--- config.mk ---
export PLATFORM = sky130hd
export DESIGN_NAME = hub75_scan_driver
export DESIGN_NICKNAME = d
export VERILOG_FILES = /design/src/rtl/hub75_scan_driver.sv
export SDC_FILE = /design/constraint.sdc
export NUM_CORES = 1
export LEC_CHECK = 0
export BUFFER_PORTS_ARGS = -buffer_cell sky130_fd_sc_hd__buf_2
export CAP_MARGIN = 30
export CORE_ASPECT_RATIO = 1.2
export CORE_MARGIN = 10
export CORE_UTILIZATION = 45
export DETAILED_ROUTE_END_ITERATION = 10
export PLACE_DENSITY = 0.68
export SYNTH_ARGS = -nofsm -noshare
export SYNTH_HDL_FRONTEND = slang
export SYNTH_SLANG_ARGS = --single-unit
--- constraint.sdc ---
create_clock -name clk -period 7.5 [get_ports clk]
set_clock_uncertainty 0.2 [all_clocks]
set_input_delay 2.25 -clock clk [delete_from_list [all_inputs] [get_ports clk]]
set_output_delay 2.25 -clock clk [all_outputs]
set_load 0.05 [all_outputs]
--- src/rtl/hub75_scan_driver.sv ---
// HUB75 scan driver: fetches pixel words, shifts one BCM bit-plane per row pair,
// then latches it and lights the panel for a binary-weighted number of cycles.
module hub75_scan_driver #(
   parameter int unsigned hpixel_p     = 64,
   parameter int unsigned vpixel_p     = 64,
   parameter int unsigned bpp_p        = 8,
   parameter int unsigned segments_p   = 2,
   parameter int unsigned on_time_p    = 4,
   localparam int unsigned rps_p        = vpixel_p / segments_p,
   localparam int unsigned addr_width_p = $clog2(hpixel_p * vpixel_p),
   localparam int unsigned row_width_p  = $clog2(rps_p)
) (
   input  logic                              clk,
   input  logic                              rst,
   input  logic                              i_en,
   output logic [addr_width_p-1:0]           o_rd_addr,
   input  logic [segments_p*3*bpp_p-1:0]     i_rd_data,
   output logic [segments_p-1:0]             o_r,
   output logic [segments_p-1:0]             o_g,
   output logic [segments_p-1:0]             o_b,
   output logic                              o_clk,
   output logic                              o_lat,
   output logic                              o_oe_n,
   output logic [row_width_p-1:0]            o_addr,
   output logic                              o_frame_done
);

   localparam int unsigned shift_len_p   = 2 * hpixel_p + 2;
   localparam int unsigned disp_max_p    = on_time_p << (bpp_p - 1);
   localparam int unsigned cnt_max_p     = (shift_len_p > disp_max_p) ? shift_len_p : disp_max_p;
   localparam int unsigned cnt_width_p   = $clog2(cnt_max_p + 1);
   localparam int unsigned plane_width_p = (bpp_p > 1) ? $clog2(bpp_p) : 1;

   typedef enum logic [1:0] {IDLE, SHIFT, LATCH, DISPLAY} state_e;

   state_e                     state_q, state_d;
   logic [cnt_width_p-1:0]     cnt_q, cnt_d;
   logic [row_width_p-1:0]     row_q, row_d;
   logic [plane_width_p-1:0]   plane_q, plane_d;
   logic                       frame_end_c;
   logic [cnt_width_p-1:0]     disp_last_c;
   logic [cnt_width_p-1:0]     col_c;

   logic [addr_width_p-1:0]    rd_addr_q, rd_addr_d;
   logic [segments_p-1:0]      r_q, r_d, g_q, g_d, b_q, b_d;
   logic                       sclk_q, sclk_d;
   logic                       lat_q, lat_d;
   logic                       oe_n_q, oe_n_d;
   logic [row_width_p-1:0]     addr_q, addr_d;
   logic                       frame_done_q, frame_done_d;

   logic [segments_p-1:0][2:0][bpp_p-1:0] pix_c;
   logic [segments_p-1:0]      plane_r_c, plane_g_c, plane_b_c;

   assign pix_c       = i_rd_data;
   assign disp_last_c = (cnt_width_p'(on_time_p) << plane_q) - cnt_width_p'(1);

   // Current bit-plane of each segment's colour channels
   for (genvar s = 0; s < int'(segments_p); s++) begin : g_seg
      assign plane_r_c[s] = pix_c[s][2][plane_q];
      assign plane_g_c[s] = pix_c[s][1][plane_q];
      assign plane_b_c[s] = pix_c[s][0][plane_q];
   end

   always_ff @(posedge clk or posedge rst) begin
      if (rst) begin
         state_q <= IDLE;
         cnt_q   <= '0;
         row_q   <= '0;
         plane_q <= '0;
      end else begin
         state_q <= state_d;
         cnt_q   <= cnt_d;
         row_q   <= row_d;
         plane_q <= plane_d;
      end
   end

   always_comb begin
      state_d     = state_q;
      cnt_d       = cnt_q;
      row_d       = row_q;
      plane_d     = plane_q;
      frame_end_c = 1'b0;
      unique case (state_q)
         IDLE: begin
            if (i_en) begin
               state_d = SHIFT;
               cnt_d   = '0;
               row_d   = '0;
               plane_d = '0;
            end
         end
         SHIFT: begin
            if (cnt_q == cnt_width_p'(shift_len_p - 1)) begin
               state_d = LATCH;
               cnt_d   = '0;
            end else begin
               cnt_d = cnt_q + cnt_width_p'(1);
            end
         end
         LATCH: begin
            state_d = DISPLAY;
            cnt_d   = '0;
         end
         DISPLAY: begin
            if (cnt_q == disp_last_c) begin
               cnt_d = '0;
               if (plane_q != plane_width_p'(bpp_p - 1)) begin
                  plane_d = plane_q + plane_width_p'(1);
                  state_d = SHIFT;
               end else begin
                  plane_d = '0;
                  if (row_q != row_width_p'(rps_p - 1)) begin
                     row_d   = row_q + row_width_p'(1);
                     state_d = SHIFT;
                  end else begin
                     // Enable is only honoured at frame boundaries
                     row_d       = '0;
                     frame_end_c = 1'b1;
                     state_d     = i_en ? SHIFT : IDLE;
                  end
               end
            end else begin
               cnt_d = cnt_q + cnt_width_p'(1);
            end
         end
         default: state_d = IDLE;
      endcase
   end

   // Outputs are computed from the upcoming state so registered pins line up with it
   always_comb begin
      rd_addr_d    = rd_addr_q;
      r_d          = r_q;
      g_d          = g_q;
      b_d          = b_q;
      sclk_d       = 1'b0;
      lat_d        = 1'b0;
      oe_n_d       = 1'b1;
      addr_d       = addr_q;
      frame_done_d = frame_end_c;
      col_c        = ((cnt_d >> 1) > cnt_width_p'(hpixel_p - 1)) ?
                     cnt_width_p'(hpixel_p - 1) : (cnt_d >> 1);

      // Data for column n is on i_rd_data in odd cycle 2n+1; present it for edge n
      if (state_q == SHIFT && cnt_q[0] && cnt_q < cnt_width_p'(2 * hpixel_p)) begin
         r_d = plane_r_c;
         g_d = plane_g_c;
         b_d = plane_b_c;
      end

      unique case (state_d)
         IDLE: begin
            rd_addr_d = '0;
            r_d       = '0;
            g_d       = '0;
            b_d       = '0;
            addr_d    = '0;
         end
         SHIFT: begin
            rd_addr_d = addr_width_p'(row_d) * addr_width_p'(hpixel_p) + addr_width_p'(col_c);
            sclk_d    = cnt_d[0] && (cnt_d >= cnt_width_p'(3));
         end
         LATCH: begin
            lat_d  = 1'b1;
            addr_d = row_d;
         end
         DISPLAY: oe_n_d = 1'b0;
         default: ;
      endcase
   end

   always_ff @(posedge clk or posedge rst) begin
      if (rst) begin
         rd_addr_q    <= '0;
         r_q          <= '0;
         g_q          <= '0;
         b_q          <= '0;
         sclk_q       <= 1'b0;
         lat_q        <= 1'b0;
         oe_n_q       <= 1'b1;
         addr_q       <= '0;
         frame_done_q <= 1'b0;
      end else begin
         rd_addr_q    <= rd_addr_d;
         r_q          <= r_d;
         g_q          <= g_d;
         b_q          <= b_d;
         sclk_q       <= sclk_d;
         lat_q        <= lat_d;
         oe_n_q       <= oe_n_d;
         addr_q       <= addr_d;
         frame_done_q <= frame_done_d;
      end
   end

   assign o_rd_addr    = rd_addr_q;
   assign o_r          = r_q;
   assign o_g          = g_q;
   assign o_b          = b_q;
   assign o_clk        = sclk_q;
   assign o_lat        = lat_q;
   assign o_oe_n       = oe_n_q;
   assign o_addr       = addr_q;
   assign o_frame_done = frame_done_q;

endmodule

---- Word level (Yosys, flattened, before mapping) ----
Index checks and enable logic that the tools add are counted.
word-level totals
  input port bits ......................... 51
  word-level logic and storage cells ...... 93
  output and inout port bits .............. 27
  register bits ........................... 47
operators by class
  multiplexer cells ....................... 48
  add/sub/neg operators ................... 5
  shift operators ......................... 1
  equality and inequality tests ........... 12
  reduce and logical (&&, ||, !) cells .... 10
  magnitude comparators ................... 4
operator list
  cell                   count
  $pmux 10 s4            1
  $mux 10                3
  $pmux 12 s2            1
  $mux 5                 4
  $pmux 5 s2             2
  $bmux 1 s3             6
  $mux 2                 9
  $mux 1                 16
  $add 11x9->12          1
  $add 10x1->10 const B  1
  $eq 10x10->1           1
  $eq 10x8->1 const B    1
  $ge 10x2->1 const B    1
  $lt 10x8->1 const B    1
  $shl 3x3->10 const A   1
  $sub 10x1->10 const B  1
  $gt 9x6->1 const B     1
  $mux 3                 3
  $mux 9                 1
  $eq 2x2->1 const B     4
  $pmux 2 s4             1
  $reduce_bool 2->1      4
  $pmux 3 s2             1
  $add 5x1->5 const B    1
  9 further kinds        14

---- Depth between registers and ports, before layout ----
  depth after elaboration ................. 9
  mapped depth ............................ 24

---- Worst setup path after synthesis ----
OpenSTA, ideal clock, no wires.
  kind .................................... register to register
  from .................................... register plane_q[0]
  to ...................................... register rd_addr_q[7], in the netlist o_rd_addr[7]
  data arrival time ....................... 4083 ps
  period minus slack after synthesis ...... 4411 ps
  library setup time ...................... 128 ps
  setup slack ............................. 3089 ps
  data required time ...................... 7172 ps
  stages on the path, launching flop included .. 19
  buffers on the path ..................... 3
  cells stage by stage .................... dfrtp_1 > clkbuf_1 > buf_1 > inv_1 > ha_1 > buf_4 > nand2b_1 > ha_1 > nor2b_2 > mux2i_1 > xor2_1 > nor2_1 > nand3_4 > a211o_1 > nand2_1 > o21ai_0 > fa_1 > nand2_1 > o21ai_0
between the ends
  elaborated cells on any way between the ends .. 19
  classes of those cells .................. 2 x add/sub; 1 x order compare; 3 x eq/ne; 1 x shift; 10 x mux; 2 x reduce/logical
RTL lines
  item                    line  RTL
  from (decl)             39    logic [plane_width_p-1:0] plane_q, plane_d;
  from (signal assigned)  75    plane_q <= plane_d;
  $shl 3x3->10            56    assign disp_last_c = (cnt_width_p'(on_time_p) << plane_q) - cnt_width_p'(1);
  $sub 10x1->10           56
  $eq 10x10->1            107   if (cnt_q == disp_last_c) begin
  $mux 5 *                107
  $pmux 5 s2 *            85    unique case (state_q)
  net row_d[1]            38    logic [row_width_p-1:0] row_q, row_d;
  $add 11x9->12 *         162   rd_addr_d = addr_width_p'(row_d) * addr_width_p'(hpixel_p) + addr_width_p'(col_c);
  $pmux 12 s2 *           153   unique case (state_d)
  to (signal assigned)    186   rd_addr_q <= rd_addr_d;
  to (decl)               44    logic [addr_width_p-1:0] rd_addr_q, rd_addr_d;
Mark *: on every way through the listed nets, which the timed path passes. The rest lies on a longest branch.
A chain may end at the register's enable or synchronous reset.

---- Worst setup path in the final report ----
Ends and elaborated chain as after synthesis.

==> reports/metrics.cfg <==
[sta]
max_freq_mhz=215
max-slew-margin-rel_pct=42.1
drv_slew=0
period_needed_ns=4.64
fin_crit_sh_pct=61.9
setup_viol_count_final=0
rsz0062_at_grt=false
finalSetupTns_ns=0
worst_pin_slew_ns=0.869
hold_violations=0

[pwr]
vdd_drop_max_v=0.0000769
power_frac_comb_pct=9.3
p_int_w=0.000351
swShare_pct=25.6
p_per_area_nw_per_um2=118
p_leak_nw=1.73
power_w=0.000472
p_sw_w=0.000121
p_seq_share_pct=54.3
power.share.clock_pct=36.4

[route]
routed_wirelength_um=9310
drt-vias-per-instance=5.83
drtAntennaViolNets=0
drtPass1Iterations=4
vias=3030
post_drt_wl_per_cell_um=17.9
remaining_drc_errors=0
drt_first_iter_violations=249

[yosys]
synth.distinct_cells=77
post-synth-top-area-cell=dfrtp_1
synth-edff-count=0
ys_warn_count=0
yosysMostFrequentCell=dfrtp_1
synth_common_cells=46 x dfrtp_1, 33 x nand2_1, 25 x nor2_1, 22 x o21ai_0, 18 x ha_1
async_flop_share_pct=100
syn-instance-count=364
syn-mean-instance-area_um2=9.64
synth-seq-cells=47
yosysSeqAreaShare_pct=33.5
netlist_area_um2=3510
synth_top_area_share_pct=32.8
synth_ff_type=dfrtp_1
synthTopCellsByArea=dfrtp_1 33%, mux4_2 7.7%, ha_1 6.4%

[floorplan]
io_pins=78
die-area_um2=11700
coreArea_um2=7660
die_w_um=101
die_h_um=117
num_rows=35
start_util_pct=45.8

[global_route]
grt_antenna_before_repair=0
grt_use_total_pct=15.8
grt_pass1_wl_um=15400
grt_max_degree=36
grt_overflow=0
first_global_vias=3109

[cells_and_area]
fin_util_pct=52.3
stdcell_area_um2=4010
diodes=0
final_layout_size_suffix_gt1_share_pct=29.0
register_area_um2=1180
multi_input_area_um2=2140
fillers=686
finish.net_count=497
syn2layout_area_growth_pct=14.2

[cts]
cts_made_buffers=5
clk_pin_slew_ns=0.10
cts_tree=yes
insertion_delay_ns=0.31
cts_sinks=47
ctsHoldBuffers=0
clock-root-buffer=clkbuf_8
cts_resized=0
cts_setup_buffers=0
cts_max_level=2
max-clock-path-buffers=2

[setup_path]
critPathRequiredTime_ns=7.47
r2r-end=o_rd_addr[7]
rrSetupSlack_ns=2.86
reg2reg_depth=15
cp-end-kind=register
critPathArrivalTime_ns=4.62
path_max_fanout=18
critPathKind=register to register
r2r_start=plane_q[0]
start_kind=register

[worst_hold_path]
min_from=o_rd_addr[6]
hold_end=o_rd_addr[6]
hp-class=register to register
hold_depth=2

[placed_design]
dpl-instance-area_um2=3910
hpwl_um=7190
io_buffers=77
gp_congestion=0.838

[status]
status=finished clean

[flow_run]
maxCapViolations=0

[metrics by stage]
stage          hold WS [ns]  instances  setup WS [ns]
2_1_floorplan         0.289        367           3.09
3_3_place_gp          0.264        511           2.90
3_5_place_dp          0.270        512           2.79
4_1_cts               0.298        520           2.78
5_1_grt               0.333        520           2.43
6_report              0.301        520           2.86
[sequential cells by signal, summed over array words and instances, names as in the netlist]
signal        count
cnt_q            10
o_lat             1
o_addr            5
o_g               2
o_clk             1
o_b               2
plane_q           3
o_r               2
state_q           2
o_rd_addr        12
o_oe_n            1
row_q             5
o_frame_done      1
[worst max-delay path by stage]
stage	cells past startpoint	startpoint	slack [ns]	end
finish	15	plane_q[0]	2.86	o_rd_addr[7]
global route	13	plane_q[0]	2.43	o_r[0]
CTS	15	plane_q[0]	2.78	o_rd_addr[7]
detailed placement	15	plane_q[0]	2.79	o_rd_addr[7]
global placement	9	i_en	2.90	o_b[0]
floorplan	18	plane_q[0]	3.09	o_rd_addr[7]
[metal layers]
layer / up-vias / track usage (%) / share of wire (%)
met5: - / 0 / 0
met2: 90 / 26.8 / 52
met1: 1460 / 19.2 / 41
met3: 14 / 4.26 / 6.8
met4: 0 / 4.25 / 1.1
li1: 1466 / - / -
[layout make-up]
type,instances,area share [%]
Timing Repair Buffer,79,10.3
Tap cell,92,2.87
Inverter,16,1.50
Clock inverter,2,0.406
Multi-Input combinational cell,278,53.5
Clock buffer,6,2.06
Sequential cell,47,29.4
[cell families (layout without fill, tap and decap cells)]
kind of cell             count (synthesis)  in the layout  synth area share, %
adder cells (fa/ha/maj)                 19             19                 6.99
AND/OR/NAND/NOR                        121            121                 19.3
AO/OA/AOI/OAI                           99             99                 20.6
buffers and inverters                   42            103                 5.74
multiplexers                            20             20                 10.0
XOR/XNOR                                15             15                 3.74
other                                    1              4                0.107
flip-flops                              47             47                 33.5
[layout by cell type, fill, tap and decap left out, types with 3 or more instances in the layout]
| master | count |
|---|---|
| mux4_2 | 12 |
| buf_2 | 77 |
| nor2b_1 | 5 |
| conb_1 | 4 |
| nor2_1 | 25 |
| o21ai_0 | 22 |
| ha_1 | 18 |
| inv_1 | 13 |
| o311ai_0 | 4 |
| o22ai_1 | 5 |
| a31oi_1 | 3 |
| a211oi_1 | 7 |
| mux2i_1 | 7 |
| nor3_1 | 5 |
| a21oi_1 | 8 |
| nand3_1 | 7 |
| and3_1 | 8 |
| a22o_1 | 9 |
| o31ai_1 | 5 |
| o21ai_1 | 6 |
| o211ai_1 | 3 |
| xor2_1 | 6 |
| nand2_1 | 33 |
| dfrtp_1 | 46 |
| xnor2_1 | 9 |
| clkbuf_8 | 6 |
| inv_2 | 3 |
| nand2b_1 | 7 |
[worst max-delay path: stages (launching register included)]
cell	delay, ns
dfrtp_1	0.92
inv_1	0.17
ha_1	0.38
nand2b_1	0.17
ha_1	0.25
nor2b_2	0.24
mux2i_1	0.25
xor2_1	0.12
nor2_1	0.27
nand3_4	0.15
a211o_1	0.37
nand2_1	0.07
o21ai_0	0.23
fa_1	0.57
nand2_1	0.08
o21ai_0	0.07
[power by group through the flow]
stage          clock (W)  combinational (W)  sequential, W
2_1_floorplan          0          0.0000161       0.000269
3_3_place_gp           0          0.0000407       0.000262
3_5_place_dp           0          0.0000438       0.000261
4_1_cts         0.000175          0.0000438       0.000257
5_1_grt         0.000183          0.0000481       0.000257
6_report        0.000172          0.0000437       0.000257
(Power assumes the default switching activity.)
